<file path="config.mk">
export PLATFORM = sky130hd
export DESIGN_NAME = watchdog_reset
export DESIGN_NICKNAME = d
export VERILOG_FILES = /design/src/rtl/watchdog_reset_pkg.sv /design/src/rtl/wd_pulse_stretch.sv /design/src/rtl/watchdog_reset.sv
export SDC_FILE = /design/constraint.sdc
export NUM_CORES = 1
export LEC_CHECK = 0
export CELL_PAD_IN_SITES_DETAIL_PLACEMENT = 2
export CELL_PAD_IN_SITES_GLOBAL_PLACEMENT = 2
export CORE_UTILIZATION = 30
export CTS_CLUSTER_SIZE = 28
export DETAILED_ROUTE_END_ITERATION = 10
export PLACE_DENSITY = 0.77
export SYNTH_ARGS = -nofsm -noshare
export SYNTH_HDL_FRONTEND = slang
export SYNTH_SLANG_ARGS = --single-unit
</file>
<file path="constraint.sdc">
create_clock -name CLK -period 3.28 [get_ports CLK]
set_clock_uncertainty 0.2 [all_clocks]
set_input_delay 0.492 -clock CLK [delete_from_list [all_inputs] [get_ports CLK]]
set_output_delay 0.492 -clock CLK [all_outputs]
set_load 0.005 [all_outputs]
</file>
<file path="src/rtl/watchdog_reset_pkg.sv">
// Shared definitions for the watchdog reset block.
// State encoding and default service key.
package watchdog_reset_pkg;

    typedef enum logic [1:0] {
        ST_DISABLED = 2'd0,
        ST_RUNNING  = 2'd1,
        ST_WARN     = 2'd2,
        ST_BITE     = 2'd3
    } wd_state_t;

    localparam logic [7:0] KEY_DEFAULT = 8'hA5;

endpackage

</file>
<file path="src/rtl/wd_pulse_stretch.sv">
// Holds the reset request low for PULSE_LEN cycles after start.
// done marks the last low cycle; resetn releases on the next edge.
module wd_pulse_stretch #(
    parameter int PULSE_LEN = 8
) (
    input  logic CLK,
    input  logic RESET,
    input  logic start,
    output logic busy,
    output logic done,
    output logic resetn
);

    logic [7:0] cnt_q;
    logic       resetn_q;

    always_ff @(posedge CLK or negedge RESET) begin
        if (!RESET) begin
            cnt_q    <= '0;
            resetn_q <= 1'b1;
        end else if (start) begin
            cnt_q    <= 8'(PULSE_LEN - 1);
            resetn_q <= 1'b0;
        end else if (!resetn_q) begin
            if (cnt_q == 8'd0) begin
                resetn_q <= 1'b1;
            end else begin
                cnt_q <= cnt_q - 8'd1;
            end
        end
    end

    assign busy   = !resetn_q;
    assign done   = !resetn_q && (cnt_q == 8'd0);
    assign resetn = resetn_q;

endmodule

</file>
<file path="src/rtl/watchdog_reset.sv">
// Watchdog: converts missed heartbeat kicks into a timed reset request.
// Status (bite_count, bad_key) only clears on RESET, never on a bite.
module watchdog_reset
    import watchdog_reset_pkg::*;
#(
    parameter int         CNT_W       = 16,
    parameter int         WARN_CYCLES = 64,
    parameter int         PULSE_LEN   = 8,
    parameter logic [7:0] KEY         = KEY_DEFAULT
) (
    input  logic             CLK,
    input  logic             RESET,
    input  logic             enable,
    input  logic [CNT_W-1:0] timeout_load,
    input  logic             kick_valid,
    input  logic [7:0]       kick_data,
    output logic             kick_ready,
    output logic             wd_resetn,
    output logic             warn,
    output logic [CNT_W-1:0] count,
    output logic [1:0]       state,
    output logic [7:0]       bite_count,
    output logic             bad_key
);

    localparam logic [CNT_W-1:0] WARN_C = CNT_W'(WARN_CYCLES);

    wd_state_t        state_q, state_d;
    logic [CNT_W-1:0] count_q, count_d;
    logic [CNT_W-1:0] eff_load;
    logic [CNT_W-1:0] count_dec;
    logic             warn_q;
    logic [7:0]       bites_q;
    logic             bad_q, bad_d;
    logic             kick_acc, kick_good, kick_bad;
    logic             bite_start;
    logic             pulse_busy, pulse_done;

    assign kick_ready = (state_q != ST_BITE);
    assign kick_acc   = kick_valid && kick_ready;
    assign kick_good  = kick_acc && (kick_data == KEY);
    assign kick_bad   = kick_acc && (kick_data != KEY);
    assign eff_load   = (timeout_load == '0) ? CNT_W'(1) : timeout_load;
    assign count_dec  = count_q - CNT_W'(1);

    always_comb begin
        state_d    = state_q;
        count_d    = count_q;
        bad_d      = bad_q;
        bite_start = 1'b0;
        unique case (state_q)
            ST_DISABLED: begin
                if (enable) begin
                    count_d = eff_load;
                    state_d = ST_RUNNING;
                end
            end
            ST_RUNNING, ST_WARN: begin
                // Bad key beats disable; disable beats kick and timeout.
                if (kick_bad) begin
                    bad_d      = 1'b1;
                    state_d    = ST_BITE;
                    bite_start = 1'b1;
                end else if (!enable) begin
                    count_d = '0;
                    state_d = ST_DISABLED;
                end else if (kick_good) begin
                    count_d = eff_load;
                    state_d = (eff_load <= WARN_C) ? ST_WARN : ST_RUNNING;
                end else if (count_q == '0) begin
                    state_d    = ST_BITE;
                    bite_start = 1'b1;
                end else begin
                    count_d = count_dec;
                    if (count_dec <= WARN_C) begin
                        state_d = ST_WARN;
                    end
                end
            end
            ST_BITE: begin
                if (pulse_busy && pulse_done) begin
                    if (enable) begin
                        count_d = eff_load;
                        state_d = ST_RUNNING;
                    end else begin
                        count_d = '0;
                        state_d = ST_DISABLED;
                    end
                end
            end
            default: state_d = ST_DISABLED;
        endcase
    end

    always_ff @(posedge CLK or negedge RESET) begin
        if (!RESET) begin
            state_q <= ST_DISABLED;
            count_q <= '0;
            warn_q  <= 1'b0;
            bites_q <= '0;
            bad_q   <= 1'b0;
        end else begin
            state_q <= state_d;
            count_q <= count_d;
            warn_q  <= (state_d == ST_WARN);
            bad_q   <= bad_d;
            if (bite_start && bites_q != 8'hFF) begin
                bites_q <= bites_q + 8'd1;
            end
        end
    end

    wd_pulse_stretch #(
        .PULSE_LEN(PULSE_LEN)
    ) u_pulse (
        .CLK   (CLK),
        .RESET (RESET),
        .start (bite_start),
        .busy  (pulse_busy),
        .done  (pulse_done),
        .resetn(wd_resetn)
    );

    assign warn       = warn_q;
    assign count      = count_q;
    assign state      = state_q;
    assign bite_count = bites_q;
    assign bad_key    = bad_q;

endmodule

</file>
### Yosys cells after proc, flatten, opt, wreduce, memory -nomap -nowiden

Cells that the tools add are included.

* register bits: 37
* bits of input ports: 28

* $lt $le $gt $ge: 2
* reductions and logical operators: 15
* add/sub/neg operators: 3
* mux-type cells: 30
* equality and inequality tests: 14

Operators by type and width (number)
* 16-bit two-way mux: 8
* 16-bit one-hot mux with 3 select lines: 1
* 16-bit by 7-bit <= comparator with 1-bit output (second input constant): 2
* 16-bit logical NOT: 2
* 8-bit two-way mux: 3
* 2-bit two-way mux: 8
* 8-bit inequality test (second input constant): 2
* 16-bit by 1-bit subtractor with 16-bit output (second input constant): 1
* 2-bit inequality test (second input constant): 6
* 1-bit two-way mux: 9
* 8-bit by 1-bit adder with 8-bit output (second input constant): 1
* 8-bit equality test (second input constant): 1
* 8-bit logical NOT: 1
* 8-bit by 1-bit subtractor with 8-bit output (second input constant): 1
* 2-bit equality test (second input constant): 3
* 1-bit logical AND: 6
* 2-bit one-hot mux with 3 select lines: 1
* 4-bit inequality test (second input constant): 1
* 2-bit AND reduction: 2
* 4-bit AND reduction: 1
* 2-bit by 1-bit equality test with 1-bit output (second input constant): 1
* 2-bit logical NOT: 1
* 2-bit OR reduction: 1
* 1-bit logical NOT: 1

### Longest topological paths before layout

Gate-level depths: netlist of run 1.

* depth in word-level cells: 9
* depth in mapped cells: 10
* mapped depth without buffers: 8

### Cells and area by module

Synthesis of run 1 repeated with hierarchy kept, for this count alone.

* cells, all modules: 272
* area total of the unflattened synthesis: 2408.6 µm²

By module, submodules not included
* watchdog_reset: cells an instance 222, sequential area each 700.7 µm², instances 1, area an instance 1909.3 µm²
* wd_pulse_stretch: cells an instance 50, sequential area each 226.5 µm², instances 1, area an instance 499.2 µm²

### Worst setup path after synthesis of run 1

No wires, ideal clock.

* kind: flip-flop to flip-flop
* start point: register count_q[0] (netlist: count[0])
* end point: register state_q[0] (netlist: state[0])
* arrival time: 2.465 ns
* clock period less this slack: 2.785 ns
* required time: 2.959 ns
* stages on the path, launching flop included: 10
* setup time: 0.121 ns
* slack: 0.495 ns
* path through: dfrtp_1 inv_1 ha_1 or4b_2 clkbuf_1 nor4_1 xor2_1 nor4_1 nand4_1 a41o_1

* word-level cells in the longest chain between the ends: 8

RTL lines
* start: declaration: RTL line watchdog_reset.sv:29 `logic [CNT_W-1:0] count_q, count_d;`
* start signal: assignment: RTL line watchdog_reset.sv:104 `count_q <= count_d;`
* 16-bit by 1-bit subtractor with 16-bit output: RTL line watchdog_reset.sv:44 `assign count_dec = count_q - CNT_W'(1);`
* 16-bit by 7-bit <= comparator with 1-bit output: RTL line watchdog_reset.sv:75 `if (count_dec <= WARN_C) begin`
* 2-bit two-way mux: RTL line watchdog_reset.sv:75
* 2-bit two-way mux *: RTL line watchdog_reset.sv:70 `end else if (count_q == '0) begin`
* 2-bit two-way mux *: RTL line watchdog_reset.sv:67 `end else if (kick_good) begin`
* 2-bit two-way mux *: RTL line watchdog_reset.sv:64 `end else if (!enable) begin`
* 2-bit two-way mux *: RTL line watchdog_reset.sv:60 `if (kick_bad) begin`
* 2-bit one-hot mux with 3 select lines *: RTL line watchdog_reset.sv:51 `unique case (state_q)`
* net state_d[0]: RTL line watchdog_reset.sv:28 `wd_state_t state_q, state_d;`
* end signal: assignment: RTL line watchdog_reset.sv:103 `state_q <= state_d;`
* end: declaration: RTL line watchdog_reset.sv:28

Mark *: on every way through the listed nets, which the timed path passes. The rest lies on a longest branch.
A chain may end at the register's enable or synchronous reset.

### Worst setup path in the final report of run 1

Ends and elaborated chain as after synthesis.

==> flow_metrics.py, run 1 <==
metrics = {
    "outcome": {
        "status": "finished clean",
    },
    "synthesis": {
        "yosysSeqAreaShare_pct": 35.07,
        "synth_nets": 337,
        "synth_area_leader_cell": "dfrtp_1",
        "synthTopCellsByArea": "dfrtp_1 34%, nor2_1 4.7%, nand2_1 4.5%",
        "syn_inst": 301,
        "yosysUniqueCellTypes": 56,
        "synth-edff-count": 0,
        "synth_top_area_share_pct": 34.07,
        "synthArstFlopShare_pct": 100.0,
        "avgSynthCellArea_um2": 8.783,
        "yosys_warnings": 0,
        "synth_area_um2": 2644,
        "ys.flop_type": "dfrtp_1",
        "ys_ff_latch": 37,
    },
    "placed_design": {
        "place_ws_ns": 0.2446,
        "io_buffers": 57,
        "gp_congestion": 0.8105,
        "hpwl_um": 6859,
    },
    "power": {
        "total_power_uw": 3316,
        "powerDensity_nw_per_um2": 979.1,
        "power_leakage_uw": 0.001350,
        "ir_worst_vdd_uv": 367.4,
    },
    "worst_setup_path": {
        "critPathSlowestCell": "or4b_2",
        "crit_top_cell": "nor4_1",
        "crit_type": "flip-flop to flip-flop",
        "cp-end-kind": "flip-flop",
        "critPathTopFamily": "simple AND/OR/NAND/NOR gates",
        "critPathMaxFanout": 8,
        "required_ns": 3.27,
        "rrSetupSlack_ns": 0.20,
        "worstPathCellList": "inv_1 -> ha_1 -> or4b_2 -> nor4_1 -> xor2_1 -> nor4_1 -> nand4_1 -> a41o_1",
        "path_buf_inv": 1,
        "start_kind": "flip-flop",
        "cpPeakStageDelay_ns": 0.70,
        "arrival_ns": 3.07,
    },
    "die": {
        "ios": 58,
        "die_w_um": 95.88,
        "chipHeight_um": 95.88,
        "initial_core_util_pct": 31.54,
        "core-area_um2": 8382,
        "die-area_um2": 9192,
        "num_rows": 33,
    },
    "clocking": {
        "hold_buffers": 0,
        "cts_setup_buffers": 0,
        "clockRootBuffer": "clkbuf_8",
        "cts_buffer_depth": 2,
        "clk_pin_slew_ns": 0.08,
        "clk_latency_ns": 0.29,
        "clock-sinks": 37,
        "cts_tree": "done",
        "cts_made_buffers": 5,
        "h-tree-depth": 2,
        "ctsResizeCount": 0,
    },
    "sta": {
        "setup_ws_ns": 0.1997,
        "worstMarginPinSlew_ns": 0.9174,
        "finalSetupTns_ns": 0,
        "slew_headroom_pct": 38.84,
        "post-route-min-period_ns": 3.080,
        "fmaxAchievable_ghz": 0.3246,
        "setup_viol": 0,
        "period_share_pct": 93.91,
        "final_max_slew_viol_count": 0,
        "hold_violations": 0,
        "rsz0062_at_grt": "no",
    },
    "detailed_routing": {
        "drc_errors": 0,
        "ant_nets": 0,
        "num_vias": 2511,
        "wl_per_cell_um": 19.24,
        "post_drt_via_cell_ratio": 5.412,
        "drt_wl_total_um": 8929,
        "drt_iter0_drc": 73,
        "first_pass_iters": 4,
    },
    "global_route": {
        "globalRouteTotalUtil_pct": 21.44,
        "grt_first_pass_wirelength_um": 14940,
        "grt.overflow.total": 0,
        "grt_max_degree": 38,
        "grt_pass1_vias": 2824,
        "antenna_found_initial": 0,
    },
    "cells_and_area": {
        "layout-drive-gt1-share_pct": 13.09,
        "layout_common_cells": "56 x clkdlybuf4s50_1, 36 x dfrtp_1, 33 x nor2_1",
        "n_antenna_cell": 0,
        "nNetsFinal": 395,
        "area_growth_pct": 28.11,
        "final_common_cell": "clkdlybuf4s50_1",
    },
    "job": {
        "maxCapViolCount": 0,
    },
    "min_path": {
        "hp-class": "input pin to asynchronous set/reset pin",
    },
}
==> sequential cells by signal, indices dropped and copies added, names as in the netlist <==
| signal | flops |
|---|---|
| bad_key | 1 |
| state | 2 |
| u_pulse.cnt_q | 8 |
| count | 16 |
| bite_count | 8 |
| u_pulse.resetn | 1 |
| warn | 1 |
==> cell type report <==
cell class	instances	area, µm²
multi-input cells	238	1575
inverters	13	48.80
fillers	970	4995
well taps	105	131.4
flip-flops and latches	37	927.1
clock buffers	7	86.33
repair buffers	64	618.1
==> logic make-up (layout without fill, tap and decap cells) <==
group | Yosys count | count (layout) | share of synthesized area [%]
buffers and inverters | 26 | 84 | 5.348
multiplexers | 3 | 3 | 1.230
AO/OA/AOI/OAI | 80 | 80 | 22.86
flip-flops | 37 | 37 | 35.07
adder cells (fa/ha/maj) | 8 | 8 | 3.786
XOR/XNOR | 20 | 20 | 6.625
AND/OR/NAND/NOR | 127 | 127 | 25.08
==> synth_stat cells (3+ instances only) <==
cell type	number
ha_1	8
a21oi_2	9
and2_1	4
or3_1	4
nor2b_1	4
o21ai_0	15
a32oi_1	3
o2bb2ai_1	3
xor2_1	10
a22oi_1	13
nor2_1	33
dfrtp_1	36
or2_2	4
xnor2_1	10
nor4_1	7
clkbuf_1	3
a41o_1	3
nand3_1	10
a21oi_1	10
clkbuf_8	3
buf_2	5
inv_1	13
nand2_1	32
or4_4	3
nor3_1	11
==> power breakdown <==
part           internal [µW]  total [µW]  switching, µW
Clock                    167         336            169
Combinational            938        2020           1080
Sequential               656         963            307
==> path summary, 6_finish.rpt <==
check,start,to,cells after the start
min in group CLK,bad_key,bad_key,1
worst min-delay path,RESET,count[3],1
worst max register to register,count[0],state[0],8
worst min register to register,bad_key,bad_key,1
worst max-delay path,count[0],state[0],8
max in group asynchronous,RESET,u_pulse.cnt_q[5],1
==> through the flow <==
step / utilization (%) / area (µm²) / hold WS [ns] / cells
after CTS: 40.41 / 3387 / 0.1547 / 464
after floorplan: - / 2644 / -0.003591 / 301
after global placement: 39.38 / 3301 / 0.2550 / 457
after global routing: 40.41 / 3387 / 0.2029 / 464
after detailed placement: 39.38 / 3301 / 0.2649 / 457
final: 40.41 / 3387 / 0.1233 / 464
==> routing by layer <==
metal / up-vias / global-route usage (%) / part of all wire, %
met5: - / 0 / 0
met4: 0 / 5.597 / 1.4
met3: 10 / 3.633 / 3.5
met2: 49 / 37.68 / 49
met1: 1245 / 27.07 / 46
li1: 1207 / - / -
Power figures use the tool's default switching activity.
==> run 2: changes to the inputs <==
--- a/config.mk
+++ b/config.mk
@@ -10,7 +10,9 @@
 export CORE_UTILIZATION = 30
 export CTS_CLUSTER_SIZE = 28
 export DETAILED_ROUTE_END_ITERATION = 10
+export GPL_TIMING_DRIVEN = 0
 export PLACE_DENSITY = 0.77
 export SYNTH_ARGS = -nofsm -noshare
 export SYNTH_HDL_FRONTEND = slang
 export SYNTH_SLANG_ARGS = --single-unit
+export TNS_END_PERCENT = 100
==> flow_metrics.py, run 2 (synthesis gave the netlist of run 1 again) <==
metrics = {
    "outcome": {
        "status": "finished clean",
    },
    "worst_setup_path": {
        "crit_cells": 7,
        "start_kind": "input pin",
        "crit_type": "input pin to flip-flop",
        "critPathTopFamily": "simple AND/OR/NAND/NOR gates",
        "timing.rr.start": "count[1]",
        "worstReg2RegEnd": "warn",
        "cp-end-kind": "flip-flop",
        "path_buf_inv": 2,
        "critPathMaxFanout": 9,
        "critPathSlowestCell": "nor4bb_1",
        "arrival_ns": 2.96,
        "rrSetupSlack_ns": 0.36,
        "worstPathCellList": "clkdlybuf4s50_1 -> nor4bb_1 -> nand3_1 -> and2_1 -> buf_1 -> a22oi_1 -> a21oi_2",
        "cpPeakStageDelay_ns": 0.68,
        "ff2ff_path_depth": 8,
        "required_ns": 3.27,
    },
    "detailed_routing": {
        "drc_errors": 0,
        "drt_iter0_drc": 57,
        "first_pass_iters": 4,
        "wl_per_cell_um": 19.03,
        "post_drt_via_cell_ratio": 5.534,
        "num_vias": 2612,
        "ant_nets": 0,
        "drt_wl_total_um": 8982,
    },
    "sta": {
        "rsz0062_at_grt": "no",
        "final_max_slew_viol_count": 0,
        "fmaxAchievable_ghz": 0.3364,
        "finalSetupTns_ns": 0,
        "post-route-min-period_ns": 2.972,
        "hold_violations": 0,
        "slew_headroom_pct": 47.54,
        "setup_viol": 0,
        "period_share_pct": 90.62,
        "worstMarginPinSlew_ns": 0.7763,
    },
    "power": {
        "ir_worst_vdd_uv": 355.3,
        "power_leakage_uw": 0.001374,
        "powerDensity_nw_per_um2": 988.1,
    },
    "placed_design": {
        "gp_congestion": 0.7978,
        "hpwl_um": 6913,
        "io_buffers": 57,
    },
    "clocking": {
        "clk_latency_ns": 0.30,
        "cts_buffer_depth": 2,
        "h-tree-depth": 2,
        "cts_setup_buffers": 0,
        "cts_tree": "done",
        "clock-sinks": 37,
        "clockRootBuffer": "clkbuf_8",
        "cts_made_buffers": 5,
        "clk_pin_slew_ns": 0.08,
    },
    "cells_and_area": {
        "nNetsFinal": 402,
        "area_growth_pct": 31.42,
        "fillers": 934,
        "layout_common_cells": "56 x clkdlybuf4s50_1, 35 x dfrtp_1, 33 x nor2_1",
        "largest_register_ffs": 16,
        "n_antenna_cell": 0,
        "layout-drive-gt1-share_pct": 14.99,
        "final_common_cell": "clkdlybuf4s50_1",
        "fin_util_pct": 41.45,
    },
    "global_route": {
        "grt.overflow.total": 0,
        "globalRouteTotalUtil_pct": 21.11,
        "grt_first_pass_wirelength_um": 14550,
        "grt_pass1_vias": 2778,
        "antenna_found_initial": 0,
        "grt_max_degree": 23,
    },
    "min_path": {
        "min_from": "bite_count[4]",
        "hp-class": "flip-flop to flip-flop",
        "min_to": "bite_count[4]",
        "min_path_cells": 1,
    },
    "die": {
        "ios": 58,
        "core-area_um2": 8382,
        "die-area_um2": 9192,
        "num_rows": 33,
        "chipHeight_um": 95.88,
        "die_w_um": 95.88,
        "initial_core_util_pct": 31.54,
    },
    "job": {
        "maxCapViolCount": 0,
    },
}
## run 2: cell types whose count changed in the layout (fill, tap and decap cells not counted), moves of 2 or more
cell / previous run / this run
buf_4: 7 / 0
buf_2: 1 / 6
clkbuf_1: 1 / 3
clkbuf_8: 6 / 8
clkinvlp_4: 0 / 2
nor4_1: 7 / 5
nor4_2: 0 / 2
## run 2: stage by stage
step / area, µm² / cells / setup slack (ns) / power [µW] / hold WS, ns
2_1_floorplan: 2644 / 301 / 0.4949 / 2250 / -0.003591
3_3_place_gp: 3346 / 463 / 0.01452 / 3015 / 0.2550
3_5_place_dp: 3361 / 464 / -0.02090 / 3096 / 0.2442
4_1_cts: 3465 / 473 / 0.02845 / 3467 / 0.2986
5_1_grt: 3475 / 472 / 0.1518 / 3733 / 0.3164
6_report: 3475 / 472 / 0.3078 / 3433 / 0.2947
## run 2: timing repair
| item | CTS | global route |
|---|---|---|
| gates resized for setup | 1 | 4 |
| setup endpoints to repair | 2 | 3 |
| pin swaps | 2 | 1 |
| hold endpoints to repair | 14 | 0 |
| hold buffers | 1 | 0 |
## run 2: layer usage
| metal | track usage, % | up-vias | wire, µm |
|---|---|---|---|
| li1 | - | 1226 | - |
| met1 | 26.13 | 1323 | 4075 |
| met2 | 37.98 | 51 | 4492 |
| met3 | 2.923 | 12 | 283 |
| met4 | 6.095 | 0 | 130 |
| met5 | 0 | - | 0 |
## run 2: cell type report
| type | instances | area, µm² | share of cell area, % |
|---|---|---|---|
| tap | 105 | 131.4 | 3.781 |
| inverter | 13 | 48.80 | 1.404 |
| multi-input combinational | 238 | 1594 | 45.88 |
| sequential | 37 | 928.4 | 26.72 |
| clock buffer | 6 | 72.57 | 2.089 |
| clock inverter | 2 | 15.01 | 0.4321 |
| buffer | 12 | 88.84 | 2.557 |
| timing repair buffer | 59 | 595.6 | 17.14 |
## run 2: power breakdown
group	switching [µW]	total (µW)	internal [µW]
clock network	192	342	150
registers	268	926	657
logic	1160	2170	1000
## run 2: how the worst max path moves through the flow
stage	start	to	slack (ns)
global placement	count[0]	warn	0.01
finish	kick_data[2]	count[10]	0.31
global route	kick_data[7]	count[10]	0.15
detailed placement	count[0]	warn	-0.02
CTS	count[0]	warn	0.03
floorplan	count[0]	state[0]	0.49
==> run 3: changes to the inputs <==
--- a/config.mk
+++ b/config.mk
@@ -11,6 +11,7 @@
 export CTS_CLUSTER_SIZE = 28
 export DETAILED_ROUTE_END_ITERATION = 10
 export GPL_TIMING_DRIVEN = 0
+export MAX_ROUTING_LAYER = met4
 export PLACE_DENSITY = 0.77
 export SYNTH_ARGS = -nofsm -noshare
 export SYNTH_HDL_FRONTEND = slang
==> flow_metrics.py, run 3 (synthesis gave the netlist of run 1 again) <==
metrics = {
    "die": {
        "initial_core_util_pct": 31.54,
        "die_w_um": 95.88,
        "chipHeight_um": 95.88,
        "num_rows": 33,
        "ios": 58,
        "core-area_um2": 8382,
        "die-area_um2": 9192,
    },
    "clocking": {
        "cts_tree": "done",
        "clockRootBuffer": "clkbuf_8",
        "h-tree-depth": 2,
        "clk_latency_ns": 0.30,
        "clk_pin_slew_ns": 0.08,
        "cts_setup_buffers": 0,
        "clock-sinks": 37,
        "cts_made_buffers": 5,
        "cts_buffer_depth": 2,
    },
    "power": {
        "p_seq_share_pct": 27.0,
        "combPwrFrac_pct": 63.1,
        "clkPwrFrac_pct": 10.0,
        "sw_frac_of_total_pct": 47.31,
        "p_switching_uw": 1626,
        "internal_power_uw": 1811,
        "power_leakage_uw": 0.001374,
        "powerDensity_nw_per_um2": 989.1,
        "ir_worst_vdd_uv": 355.6,
    },
    "outcome": {
        "status": "finished clean",
    },
    "detailed_routing": {
        "first_pass_iters": 4,
        "post_drt_via_cell_ratio": 5.544,
        "num_vias": 2617,
        "ant_nets": 0,
        "drc_errors": 0,
        "drt_iter0_drc": 51,
        "drt_wl_total_um": 9005,
        "wl_per_cell_um": 19.08,
    },
    "sta": {
        "hold_violations": 0,
        "setup_viol": 0,
        "post-route-min-period_ns": 2.974,
        "rsz0062_at_grt": "no",
        "fmaxAchievable_ghz": 0.3363,
        "worstMarginPinSlew_ns": 0.7800,
        "hold_ws_ns": 0.2947,
        "slew_headroom_pct": 47.29,
        "final_max_slew_viol_count": 0,
        "period_share_pct": 90.67,
    },
    "global_route": {
        "grt_max_degree": 23,
        "grt.overflow.total": 0,
        "globalRouteTotalUtil_pct": 21.71,
        "grt_first_pass_wirelength_um": 14520,
        "grt_pass1_vias": 2779,
        "antenna_found_initial": 0,
    },
    "placed_design": {
        "io_buffers": 57,
        "hpwl_um": 6913,
        "dp_cells": 464,
        "gp_congestion": 0.8092,
    },
    "cells_and_area": {
        "fin_cells": 472,
        "final_common_cell": "clkdlybuf4s50_1",
        "fillers": 934,
        "largest_register_ffs": 16,
        "layout-drive-gt1-share_pct": 14.99,
        "layout_common_cells": "56 x clkdlybuf4s50_1, 35 x dfrtp_1, 33 x nor2_1",
        "n_antenna_cell": 0,
        "nNetsFinal": 402,
        "area_growth_pct": 31.42,
    },
    "worst_setup_path": {
        "cp-end-kind": "flip-flop",
        "crit_type": "input pin to flip-flop",
        "critPathMaxFanout": 9,
        "arrival_ns": 2.96,
        "start_kind": "input pin",
        "required_ns": 3.27,
    },
    "job": {
        "maxCapViolCount": 0,
    },
    "min_path": {
        "hp-class": "flip-flop to flip-flop",
    },
}
-- run 3: critical path: stages --
cell and delay, ns:
clkdlybuf4s50_1 0.45, nor4bb_1 0.68, nand3_1 0.42, and2_1 0.29
buf_1 0.24, a22oi_1 0.29, a21oi_2 0.09
-- run 3: path summary, 6_finish.rpt --
check	to	startpoint	cells after the start	slack [ns]
min in group asynchronous	count[2]	RESET	2	0.45
max in group asynchronous	count[0]	RESET	3	1.95
max	count[10]	kick_data[2]	7	0.31
max reg2reg	warn	count[1]	8	0.36
min	bite_count[4]	bite_count[4]	1	0.29
min reg2reg	bite_count[4]	bite_count[4]	1	0.29
-- run 3: layer usage --
metal	global-route usage, %	vias to the layer above	part of all wire, %
met5	-	-	0
met4	6.095	0	1.4
met3	2.765	11	2.4
met2	38.10	47	50
met1	26.08	1331	46
li1	-	1228	-
-- run 3: cell type report --
cell class	instances	area, µm²	area share [%]
clock buffer	6	72.57	2.089
multi-input combinational	238	1594	45.88
timing repair buffer	59	595.6	17.14
buffer	12	88.84	2.557
sequential	37	928.4	26.72
clock inverter	2	15.01	0.4321
tap	105	131.4	3.781
inverter	13	48.80	1.404
-- run 3: power by group through the flow --
| stage | combinational, µW | sequential [µW] | clock (µW) |
|---|---|---|---|
| finish | 2170 | 928 | 342 |
| global route | 2400 | 960 | 373 |
| CTS | 2180 | 923 | 362 |
| detailed placement | 2170 | 928 | 0 |
| global placement | 2100 | 916 | 0 |
| floorplan | 1380 | 870 | 0 |
-- run 3: stage by stage --
| step | worst slack, ns | setup TNS [ns] | area [µm²] | utilization, % | power [µW] |
|---|---|---|---|---|---|
| 2_1_floorplan | 0.4949 | 0 | 2644 | - | 2250 |
| 3_3_place_gp | 0.01452 | 0 | 3346 | 39.92 | 3015 |
| 3_5_place_dp | -0.02090 | -0.02090 | 3361 | 40.10 | 3096 |
| 4_1_cts | 0.02845 | 0 | 3465 | 41.33 | 3467 |
| 5_1_grt | 0.1517 | 0 | 3475 | 41.45 | 3733 |
| 6_report | 0.3061 | 0 | 3475 | 41.45 | 3437 |
-- run 3: timing repair --
action / CTS / global route
hold buffers: 1 / 0
resized for setup: 1 / 4
endpoints found under the setup margin: 2 / 3
hold endpoints to repair: 14 / 0
pin swaps: 2 / 1
